==> config.mk <==
export PLATFORM = sky130hd
export DESIGN_NAME = conv_encoder_framer
export DESIGN_NICKNAME = d
export VERILOG_FILES = /design/src/rtl/conv_encoder_framer.sv
export SDC_FILE = /design/constraint.sdc
export NUM_CORES = 1
export LEC_CHECK = 0
export BUFFER_PORTS_ARGS = -buffer_cell sky130_fd_sc_hd__buf_2
export CORE_ASPECT_RATIO = 1.25
export CORE_MARGIN = 2
export CORE_UTILIZATION = 38
export DETAILED_ROUTE_END_ITERATION = 8
export GPL_ROUTABILITY_DRIVEN = 0
export PLACE_DENSITY = 0.56
export SLEW_MARGIN = 20
export SYNTH_ARGS = -nofsm -noshare
export SYNTH_HDL_FRONTEND = slang
export SYNTH_SLANG_ARGS = --single-unit
export TNS_END_PERCENT = 1
==> constraint.sdc <==
create_clock -name clk -period 1.5 [get_ports clk]
set_input_delay 0.075 -clock clk [delete_from_list [all_inputs] [get_ports clk]]
set_output_delay 0.075 -clock clk [all_outputs]
set_load 0.005 [all_outputs]
==> src/rtl/conv_encoder_framer.sv <==
// Rate-1/2, K=3 convolutional encoder (G0=7, G1=5) with a 2-bit zero tail per frame.
// Frames arrive in parallel over valid/ready and leave as a serial coded stream, one bit per clock.
module conv_encoder_framer #(
    parameter int DATA_BITS = 5
) (
    input  logic                 clk,
    input  logic                 rst,
    input  logic [DATA_BITS-1:0] din,
    input  logic                 din_valid,
    output logic                 din_ready,
    output logic                 y,
    output logic                 y_valid,
    output logic                 frame_start,
    output logic                 frame_done
);

    localparam int INFO_W     = DATA_BITS + 2;
    localparam int FRAME_BITS = 2 * INFO_W;
    localparam int CNT_W      = $clog2(FRAME_BITS);
    localparam logic [CNT_W-1:0] LAST = CNT_W'(FRAME_BITS - 1);

    typedef enum logic {IDLE, SEND} state_t;

    state_t             state_q;
    logic [CNT_W-1:0]   bitCnt_q;
    logic [INFO_W-1:0]  info_q;
    logic               s1_q;
    logic               s2_q;
    logic               y_q;
    logic               yValid_q;
    logic               frameStart_q;
    logic               frameDone_q;

    logic               accept;
    logic               infoBit;
    logic               codedBit;

    // Even counts emit the G0 output, odd counts the G1 output of the same info bit.
    always_comb begin
        infoBit  = info_q[INFO_W-1];
        codedBit = bitCnt_q[0] ? (infoBit ^ s2_q) : (infoBit ^ s1_q ^ s2_q);
    end

    assign din_ready = !rst && ((state_q == IDLE) || ((state_q == SEND) && (bitCnt_q == LAST)));
    assign accept    = din_valid && din_ready;

    // Outputs are registered one cycle behind bitCnt_q, so an accept in the last
    // SEND cycle reloads the frame while its final coded bit is being registered.
    always_ff @(posedge clk) begin
        if (rst) begin
            state_q      <= IDLE;
            bitCnt_q     <= '0;
            info_q       <= '0;
            s1_q         <= 1'b0;
            s2_q         <= 1'b0;
            y_q          <= 1'b0;
            yValid_q     <= 1'b0;
            frameStart_q <= 1'b0;
            frameDone_q  <= 1'b0;
        end else begin
            case (state_q)
                IDLE: begin
                    y_q          <= 1'b0;
                    yValid_q     <= 1'b0;
                    frameStart_q <= 1'b0;
                    frameDone_q  <= 1'b0;
                end
                SEND: begin
                    y_q          <= codedBit;
                    yValid_q     <= 1'b1;
                    frameStart_q <= (bitCnt_q == '0);
                    frameDone_q  <= (bitCnt_q == LAST);
                    if (bitCnt_q[0]) begin
                        s2_q   <= s1_q;
                        s1_q   <= infoBit;
                        info_q <= {info_q[INFO_W-2:0], 1'b0};
                    end
                    if (bitCnt_q == LAST) begin
                        state_q  <= IDLE;
                        bitCnt_q <= '0;
                    end else begin
                        bitCnt_q <= bitCnt_q + 1'b1;
                    end
                end
                default: state_q <= IDLE;
            endcase
            if (accept) begin
                info_q   <= {din, 2'b00};
                s1_q     <= 1'b0;
                s2_q     <= 1'b0;
                bitCnt_q <= '0;
                state_q  <= SEND;
            end
        end
    end

    assign y           = y_q;
    assign y_valid     = yValid_q;
    assign frame_start = frameStart_q;
    assign frame_done  = frameDone_q;

endmodule

# Yosys cells after proc, flatten, opt, wreduce, memory -nomap -nowiden
# Index checks and enable logic that the tools add are counted.
# totals
regBits,16
input_bits,8
output_inout_bits,5
# op_classes
add_sub_neg,1
eq_ne,1
mux,12
n_bitwise,4
reduce_logical,11
# ops
operator,n
two-way mux 7 bit,3
case mux 1 bit (2 select lines),4
adder 4 x 1 -> 4 bit (second input constant),1
== test 4 bit (second input constant),1
logical NOT 4 bit,1
two-way mux 1 bit,4
two-way mux 4 bit,1
AND reduction 2 bit,2
nonzero test 2 bit,2
logical AND 1 bit,3
XOR 1 bit,3
OR reduction 2 bit,1
logical NOT 1 bit,1
logical OR 1 bit,1
NOT 1 bit,1

# Longest topological paths before layout
# depth
depth_word,7
depth_mapped,5

# Least setup slack after synthesis
# Ideal clock, no wire load.
# synth_path
path_kind,flip-flop to flip-flop
from,register bitCnt_q[0]
to,register bitCnt_q[2]
setup_time_ns,0.103
t_arrival_ns,1.048
required_ns,1.397
slack_ns,0.348
path_stages_with_launch,6
path_buffers,2
path_cell_list,dfxtp_1 buf_4 nand2_1 buf_4 nor2_1 a2111oi_2
# synth_between
elab_chain_len,6
word_cells_on_any_way,8
cone_classes,1 x add/sub; 1 x eq/ne; 1 x mux; 5 x reduce/logical
# synth_lines
item,line,text
"start, declared",25,logic [CNT_W-1:0] bitCnt_q;
"start signal, assigned",82,bitCnt_q <= bitCnt_q + 1'b1;
== test 4 bit,"44, 78",
logical AND 1 bit,44,assign din_ready = !rst && ((state_q == IDLE) || ((state_q == SEND) && (bitCnt_q == LAST)));
logical OR 1 bit,44,
logical AND 1 bit,44,
logical AND 1 bit,45,assign accept = din_valid && din_ready;
OR reduction 2 bit (no source line),--,
# Several ways; a longest one is shown, not always the timed one.
# A chain may end at the register's enable or synchronous reset.

# Worst setup path after layout
# layout_path
from,register bitCnt_q[2]
to,output port din_ready
# layout_between
elab_chain_len,4
# layout_lines
item,line,text
== test 4 bit,44,
logical AND 1 bit,44,
logical OR 1 bit,44,
logical AND 1 bit,44,
"end, declared",10,"output logic din_ready,"
# Every way passes these cells.

==> qor.txt <==
Crit path required time - 1.42 ns
post-synthesis cell count - 75
CTS tree - done
Final Cycle Share - 90.8%
crit path time final - 1.36 ns
Mean Syn Cell Area - 9.91 sq um
DP Wirelength - 866 um
mean number of vias per cell - 5.12
top post-synthesis cells by area - dfxtp_1 43%, mux2i_1 9.4%, a211oi_1 5.1%, a21oi_1 4.7%, nand2b_1 3.4%
most frequent cells in the layout - 15 x dfxtp_1, 12 x buf_2, 7 x a21oi_1, 7 x mux2i_1
crit path cell chain - nand4b_4, a21oi_1, buf_2
CP top delay family - flip-flops
row count - 17
Final Hold Vio Count - 0
hold path start - din[0]
number of fill cells in the layout - 173
most common cell after layout, fill and taps aside - dfxtp_1
Inst Count DP - 104
drt wl/cell - 12.2 um
die outline area - 2330 sq um
biggest area consumer among synthesized cells - dfxtp_1
CP Class - flip-flop to output port
port bufs - 12
Layout Cells excl Fill - 108
Longest Clk Path Bufs - 2
crit path launch - bitCnt_q[2]
Util after Layout - 47.1%
sum of negative setup slack - 0 ns
CTS Buf Count - 3
met3 Usage GRT - 3.07%
critical path data arrival time - 1.29 ns
drt pass-1 iters - 3
ANT nets after route - 0
1st-iter DRT viols - 5
Top Ports - 13
Slowest-stage cell, CP - dfxtp_1
Slew HR - 80.9%
# setup viols final - 0
Net Sw Power - 196 uW
All-Layer GR Usage - 13.6%
DR DRC count - 0
crit end category - output port
multi-input logic area - 388 sq um
Power, Total - 832 uW
Worst-Margin Slew - 0.285 ns
Seq/Total Area, Yosys - 43.1%
nets@finish - 98
Ant. Diodes - 0
largest net degree at the start of global routing - 17
Initial Utilization - 41.1%
Max Cap Violations - 0
Routed WL - 1.32 mm
sequential share of power - 54.9%
worst-skew pair later-pin latency - 0.29 ns
CP peak stage delay - 0.48 ns
RSZ-0062 raised after global routing - no
clk sink count - 16
Worst Hold Class - input pin to flip-flop
worst path bufs/invs - 1
Synth Net Count - 83
CTS clk-pin slew, worst paths - 0.10 ns
Seq cells post-synth - 16
clk_skew - 0.00302 ns
worst-path maximum fanout - 8
final slew viol count - 0
peak supply drop - 0.000501 V
first-pass GRT wire length - 2.28 mm
count of cell types in the netlist - 27
Overflow after GRT - 0
FF/Latch Area - 322 sq um
Clock Power Share - 34.4%
Worst Setup Start Kind - flip-flop
r2r startpoint - bitCnt_q[2]
hold_buf cts - 0
Switching Share - 23.6%
Yosys warnings - 0
Mapped Area - 743 sq um
Pwr per Cell Area - 977 nW/um^2
Hold Slack - 0.0540 ns
root buffer cell - clkbuf_4
Area Growth Syn to Fin - 14.6%
ratio of cells with drive above 1 in the final layout - 25.8%
Die X - 43.6 um
DR vias - 553
level count of the clock H-tree - 1
vias in the first global route - 511
fmax - 0.734 GHz
status - complete, no violations
Synth top area share - 43.1%
M2 GR Usage - 20.3%
Die H - 53.4 um
initial antenna violation count - 0
P_leak - 0.000419 uW
Logic pwr share - 10.8%
Core Box Area - 1810 sq um
Int Pwr - 636 uW
GR met1 Demand/Resource - 17.1%
GRT busiest layer - met2
[worst register-to-register path, delay by kind of cell, from the launching register on]
kind | cells | cell delay (ns)
DFF | 1 | 0.48
AOI/OAI and AO/OA | 2 | 0.48
and+or+nand+nor | 1 | 0.22
[cell usage after synthesis (all sizes together)]
cell type	number
nand3	1
a211oi	5
dfxtp	16
nand4b	2
nor2	5
a21boi	1
a2111oi	1
buf	4
nand2	3
nor4b	1
nand2b	4
mux2i	7
xor2	1
or2b	3
a21oi	7
a21bo	1
o21ai	1
nor3	3
nor2b	2
nor3b	1
inv	2
nor4	1
a31oi	1
or3b	1
xnor2	1
[power by group through the flow]
| stage | logic [uW] | registers [uW] | clock network (uW) |
|---|---|---|---|
| after global routing | 102 | 460 | 319 |
| final | 89.7 | 457 | 286 |
| after floorplan | 66.9 | 463 | 0 |
| after CTS | 90.7 | 457 | 298 |
| after detailed placement | 89.8 | 467 | 0 |
| after global placement | 90.1 | 466 | 0 |
[layout make-up]
| cell class | instances | area share [%] |
|---|---|---|
| flip-flops and latches | 16 | 37.7 |
| clock buffers | 4 | 4.26 |
| well taps | 19 | 2.79 |
| repair buffers | 14 | 8.81 |
| inverters | 2 | 0.881 |
| multi-input cells | 53 | 45.5 |
[worst paths after layout]
| kind | to | slack, ns | depth (start not counted) |
|---|---|---|---|
| setup / recovery | din_ready | 0.14 | 3 |
| hold / removal | info_q[2] | 0.05 | 3 |
| setup reg to reg | info_q[6] | 0.25 | 3 |
| hold reg to reg | info_q[2] | 0.52 | 2 |
[state kept, by name (all words and copies together), names as in the netlist]
| register | count |
|---|---|
| bitCnt_q | 4 |
| frame_done | 1 |
| frame_start | 1 |
| info_q | 5 |
| s1_q | 1 |
| s2_q | 1 |
| state_q | 1 |
| y | 1 |
| y_valid | 1 |
[repair_timing]
| action | in CTS | in global routing |
|---|---|---|
| buffers inserted | 0 | 0 |
| gates resized for setup | 0 | 1 |
| endpoints found under the setup margin | 0 | 1 |
[stage by stage]
step                      worst slack, ns  cell area, sq um
after CTS                          0.0900               851
after global placement              0.254               815
final                               0.138               852
after global routing             0.000539               852
after detailed placement            0.215               815
after floorplan                     0.348               743
[cells by family after synthesis]
| family | Yosys count | share of synthesized area (%) |
|---|---|---|
| AND/OR/NAND/NOR | 27 | 23.4 |
| AO/OA/AOI/OAI | 17 | 17.0 |
| flip-flops | 16 | 43.1 |
| multiplexers | 7 | 9.43 |
| buffers and inverters | 6 | 4.71 |
| XOR/XNOR | 2 | 2.36 |
[per-layer routing]
| metal | vias up | part of all wire, % |
|---|---|---|
| met4 | 0 | 0.99 |
| met1 | 246 | 48 |
| li1 | 295 | - |
| met3 | 2 | 3.2 |
| met5 | - | 0 |
| met2 | 10 | 47 |
No activity file was read; power rests on OpenSTA's default activity.
